`src/rtl/instruction_fetch_unit_pkg.sv`:
```
// Shared definitions for the instruction fetch unit: FSM encoding and the
// LEGv8 instruction field constants used by fetch and decode.
package instruction_fetch_unit_pkg;

    typedef enum logic {
        FETCH = 1'b0,
        ISSUE = 1'b1
    } ifu_state_e;

    localparam int INSTR_W = 32;
    localparam int OPC_HI  = 31;
    localparam int OPC_LO  = 21;
    localparam int OPC_W   = OPC_HI - OPC_LO + 1;
    localparam int PC_INC  = 4;

endpackage

```
`src/rtl/instruction_fetch_unit.sv`:
```
// LEGv8 fetch front end: walks the PC, fetches words over req/ack and presents
// one registered instruction (word, opcode, PC) at a time to decode.
module instruction_fetch_unit
    import instruction_fetch_unit_pkg::*;
#(
    parameter int                  PC_WIDTH = 64,
    parameter logic [PC_WIDTH-1:0] RESET_PC = '0
) (
    input  logic                CLOCK,
    input  logic                RESET,
    output logic                imem_req,
    output logic [PC_WIDTH-1:0] imem_addr,
    input  logic                imem_ack,
    input  logic [INSTR_W-1:0]  imem_rdata,
    input  logic                stall,
    input  logic                branch_taken,
    input  logic [PC_WIDTH-1:0] branch_target,
    output logic                instr_valid,
    output logic [INSTR_W-1:0]  instr_out,
    output logic [OPC_W-1:0]    opcode_out,
    output logic [PC_WIDTH-1:0] pc_out,
    output ifu_state_e          state_dbg
);

    // Handshake: a fetch is accepted on a rising edge where imem_req=1 and
    // imem_ack=1; imem_addr is held from the rise of imem_req until that edge.
    // Decode consumes the presented instruction on an edge with instr_valid=1
    // and stall=0.

    ifu_state_e            state_q, state_d;
    logic [PC_WIDTH-1:0]   pc_q, pc_d;
    logic                  redir_pending_q, redir_pending_d;
    logic [PC_WIDTH-1:0]   redir_pc_q, redir_pc_d;
    logic                  req_q, req_d;
    logic                  valid_q, valid_d;
    logic [INSTR_W-1:0]    instr_q, instr_d;
    logic [OPC_W-1:0]      opcode_q, opcode_d;
    logic [PC_WIDTH-1:0]   pc_out_q, pc_out_d;

    logic [PC_WIDTH-1:0]   target_aligned;
    logic                  ack_taken;
    logic                  redirect_hit;

    assign target_aligned = branch_target & ~PC_WIDTH'(3);
    // req_q is low only in the first cycle after reset; an ack then is stale.
    assign ack_taken      = (state_q == FETCH) && req_q && imem_ack;
    assign redirect_hit   = redir_pending_q || branch_taken;

    always_ff @(posedge CLOCK or posedge RESET) begin
        if (RESET) begin
            state_q         <= FETCH;
            pc_q            <= RESET_PC;
            redir_pending_q <= 1'b0;
            redir_pc_q      <= '0;
            req_q           <= 1'b0;
            valid_q         <= 1'b0;
            instr_q         <= '0;
            opcode_q        <= '0;
            pc_out_q        <= '0;
        end else begin
            state_q         <= state_d;
            pc_q            <= pc_d;
            redir_pending_q <= redir_pending_d;
            redir_pc_q      <= redir_pc_d;
            req_q           <= req_d;
            valid_q         <= valid_d;
            instr_q         <= instr_d;
            opcode_q        <= opcode_d;
            pc_out_q        <= pc_out_d;
        end
    end

    always_comb begin
        state_d = state_q;
        case (state_q)
            FETCH: if (ack_taken && !redirect_hit) state_d = ISSUE;
            ISSUE: if (branch_taken || !stall)     state_d = FETCH;
            default: state_d = FETCH;
        endcase
    end

    always_comb begin
        pc_d            = pc_q;
        redir_pending_d = redir_pending_q;
        redir_pc_d      = redir_pc_q;
        valid_d         = valid_q;
        instr_d         = instr_q;
        opcode_d        = opcode_q;
        pc_out_d        = pc_out_q;
        case (state_q)
            FETCH: begin
                if (ack_taken) begin
                    if (redirect_hit) begin
                        // Word belongs to the wrong path; drop it and refetch.
                        pc_d            = branch_taken ? target_aligned : redir_pc_q;
                        redir_pending_d = 1'b0;
                    end else begin
                        instr_d  = imem_rdata;
                        opcode_d = imem_rdata[OPC_HI:OPC_LO];
                        pc_out_d = pc_q;
                        valid_d  = 1'b1;
                        pc_d     = pc_q + PC_WIDTH'(PC_INC);
                    end
                end else if (branch_taken) begin
                    redir_pending_d = 1'b1;
                    redir_pc_d      = target_aligned;
                end
            end
            ISSUE: begin
                if (branch_taken) begin
                    valid_d = 1'b0;
                    pc_d    = target_aligned;
                end else if (!stall) begin
                    valid_d = 1'b0;
                end
            end
            default: ;
        endcase
        req_d = (state_d == FETCH);
    end

    assign imem_req    = req_q;
    assign imem_addr   = pc_q;
    assign instr_valid = valid_q;
    assign instr_out   = instr_q;
    assign opcode_out  = opcode_q;
    assign pc_out      = pc_out_q;
    assign state_dbg   = state_q;

endmodule
```
`config.mk`:
```
export PLATFORM = sky130hd
export DESIGN_NAME = instruction_fetch_unit
export DESIGN_NICKNAME = d
export VERILOG_FILES = /design/src/rtl/instruction_fetch_unit_pkg.sv /design/src/rtl/instruction_fetch_unit.sv
export SDC_FILE = /design/constraint.sdc
export NUM_CORES = 1
export LEC_CHECK = 0
export CORE_MARGIN = 2
export CORE_UTILIZATION = 50
export CTS_CLUSTER_DIAMETER = 150
export DETAILED_ROUTE_END_ITERATION = 6
export GPL_TIMING_DRIVEN = 0
export HOLD_SLACK_MARGIN = 0.03
export PLACE_DENSITY_LB_ADDON = 0.12
export REMOVE_ABC_BUFFERS = 1
export SYNTH_ARGS = -nofsm -noshare
export SYNTH_HDL_FRONTEND = slang
export SYNTH_SLANG_ARGS = --single-unit
```
`constraint.sdc`:
```
create_clock -name CLOCK -period 10.05 [get_ports CLOCK]
set_input_delay 2.01 -clock CLOCK [delete_from_list [all_inputs] [get_ports CLOCK]]
set_output_delay 2.01 -clock CLOCK [all_outputs]
set_load 0.02 [all_outputs]
```
==> out/qor.txt, run 1 <==
outcome = complete, no violations
die area = 23800 µm²
clock tree buffer depth = 3
FF+latch area = 5710 µm²
final instance area = 15100 µm²
Critical Path AT = 5.72 ns
CTS Sinks = 228
RSZ-0062 raised after global routing = no
Fillers = 1803
Worst Skew = 0.00955 ns
GRT Total Usage = 0.281
IO Count = 275
first-pass GRT wire length = 54.4 mm
largest net degree at the start of global routing = 117
IO buf count = 272
total power draw = 4.11 mW
required time of the critical path = 10.48 ns
Core Area = 22400 µm²
Multi-input gate area = 5170 µm²
Final HPWL DP = 22.2 mm
Nets = 1568
Num CTS Buffers = 25
Leak = 6.55 nW
Synth cell types = 64
setup TNS = 0 ns
Final Hold Vio Count = 0
Max Transition Viols Final = 0
Crit Path Max Fanout = 58
CTS Root Cell = clkbuf_16
critical hold path startpoint = pc_out[23]
Synth Register Bits = 228
CTS Hold Bufs = 0
initial antenna violation count = 2
layout cell share with drive strength beyond 1 = 0.0912
Max Clk Rate = 0.189 GHz
Tmin final = 5.29 ns
Cells after Synth = 1253
Row Count = 55
r2r setup slk = 6.56 ns
initial DRC count = 869
CTS tree = yes
DRT Pass-1 Iters = 7
hold path endpoint = pc_out[23]
Clock Latency Late Sink = 0.52 ns
Netlist Area Pre-Place = 11300 µm²
RR Startpoint = redir_pending_q
vias per cell = 5.88
Worst VDD drop = 0.195 mV
vias in the first global route = 10217
clock slew at reported path FFs = 0.06 ns
prevailing post-synth register cell = dfrtp_1
Async S/R FF share, synth = 1.00
maxcap violations = 0
period utilisation layout = 0.526
Slew @ Worst Pin = 1.25 ns
sequential share of the synthesized area = 0.505
Starting Density = 0.504
Min Hold Slack = 0.471 ns
CP Launch Type = primary input
postcts setup bufs = 0
antenna-violating nets left = 0
H-tree levels = 1
Syn Area/Cell = 9.02 µm²
CP Capture Type = register
GP Congestion = 0.785
Post-synth EDFFs = 0
Power per Cell Area = 273 nW/µm²
Slew HR = 0.167
synth warn = 0
final setup fails = 0
Residual DRC = 0
Syn-to-layout area delta = 33.4%
CP Class = primary input to register
Setup Slack @ Placement = 4.21 ns
diode count = 0
Total Wirelength = 33.5 mm
PostCTS Resize Cnt = 0
Setup WS post-layout = 4.76 ns
DR vias = 10378
FF-to-FF path depth = 5
grt ovf = 0
Avg WL per Cell = 19.0 µm
hold depth = 2
die width = 154 µm
die height = 154 µm
HP Class = register to register
worst r2r dst = imem_addr[48]
DP Area = 14300 µm²
cell usage after synthesis, types with 3 or more instances:
cell type,n,share of area
nand2_1,371,0.12
dfrtp_1,228,0.50
o21ai_0,79,0.035
mux2_2,67,0.067
a21oi_1,65,0.029
clkbuf_1,59,0.020
nand3_1,42,0.019
nor2_1,41,0.014
and3_1,37,0.020
nand4_1,21,0.012
and4_1,16,0.012
inv_1,16,0.0053
a31oi_1,15,0.0083
buf_2,13,0.0058
nor4_1,12,0.0066
buf_1,11,0.0037
buf_4,11,0.0073
nor3_1,10,0.0044
o311ai_0,10,0.0077
o211ai_1,9,0.0060
o31a_1,9,0.0070
and2_1,8,0.0044
o22ai_1,8,0.0044
or3_1,6,0.0033
or4_1,6,0.0040
a22o_1,5,0.0039
o2bb2ai_1,5,0.0039
a41oi_1,4,0.0031
clkbuf_2,4,0.0018
o31ai_1,4,0.0027
o41a_1,4,0.0040
a211oi_1,3,0.0020
a221oi_1,3,0.0023
a22oi_1,3,0.0020
a31o_2,3,0.0023
a41o_1,3,0.0027
worst max-delay path, cell delays in order:
cell and delay [ns]:
clkdlybuf4s50_1 0.86, nor3_4 1.04, nand3_4 0.68, buf_16 0.45, or4_1 0.53, o211ai_1 0.10
report_power, final:
part | internal [mW] | leakage, nW | switching, mW | total [mW]
sequential | 1.25 | 2.79 | 0.337 | 1.58
clock | 0.519 | 0.371 | 0.363 | 0.882
combinational | 0.788 | 3.39 | 0.860 | 1.65
total | 2.55 | 6.55 | 1.56 | 4.11
flip-flops by register name, summed over array words and instances, names as in the netlist:
register / count
pc_out: 64
instr_valid: 1
state_dbg: 1
redir_pc_q: 64
imem_addr: 64
instr_out: 32
redir_pending_q: 1
imem_req: 1
final cells by class:
class / instances / share of cell area
clock inverters: 1 / 0.00199
inverters: 16 / 0.00448
repair buffers: 284 / 0.200
flip-flops and latches: 228 / 0.378
well taps: 285 / 0.0236
multi-input cells: 911 / 0.343
clock buffers: 41 / 0.0488
cell usage in the layout, fill, tap and decap left out, types with 15 or more instances in the layout:
cell type          n
nand2_1          369
clkdlybuf4s50_1  272
dfrtp_1          227
o21ai_0           79
mux2_2            67
a21oi_1           64
nand3_1           41
nor2_1            39
and3_1            37
clkbuf_16         25
nand4_1           21
and4_1            16
inv_1             15
a31oi_1           15
how the worst max path moves through the flow:
stage | startpoint | to | cells past startpoint | slack, ns
after floorplan | RESET | imem_addr[0] | 1 | 1.79
after global placement | RESET | pc_out[51] | 2 | -1.50
after detailed placement | branch_taken | imem_addr[48] | 6 | 4.21
after CTS | branch_taken | imem_addr[48] | 6 | 4.75
after global routing | branch_taken | imem_addr[48] | 6 | 4.53
final | branch_taken | imem_addr[48] | 6 | 4.76
cells by family after synthesis:
group                      count (synthesis)  share of synthesized area
AOI/OAI and AO/OA                        252                      0.141
buffers and inverters                    114                     0.0434
and+or+nand+nor                          589                      0.241
muxes                                     69                     0.0685
adders and majority gates                  1                    0.00111
DFF                                      228                      0.505
stage by stage:
step,instances,util
2_1_floorplan,1155,-
3_3_place_gp,1712,0.622
3_5_place_dp,1724,0.638
4_1_cts,1766,0.672
5_1_grt,1766,0.672
6_report,1766,0.672
routing by layer:
| layer | up-vias | share of wire | track usage |
|---|---|---|---|
| met1 | 5058 | 0.43 | 0.392 |
| met4 | 4 | 0.013 | 0.0556 |
| met3 | 38 | 0.082 | 0.0563 |
| met5 | - | 0.00080 | 0 |
| li1 | 4845 | - | - |
| met2 | 433 | 0.47 | 0.463 |
Note: power is estimated with default switching activity, not from simulation.
==> run 2, diff against run 1 <==
==> constraint.sdc (replaced) <==
create_clock -name CLOCK -period 5.2 [get_ports CLOCK]
set_input_delay 1.04 -clock CLOCK [delete_from_list [all_inputs] [get_ports CLOCK]]
set_output_delay 1.04 -clock CLOCK [all_outputs]
set_load 0.02 [all_outputs]
==> results of run 2 <==
Same layout as run 1 (identical final DEF). Status: complete, no violations.
Among the figures that moved: setup slack after placement 4.21 ns -> 0.331 ns; setup slack after layout 4.76 ns -> 0.881 ns; register-to-register setup slack 6.56 ns -> 1.71 ns; total power 4.11 mW -> 7.95 mW; worst IR drop on VDD 0.195 mV -> 0.378 mV
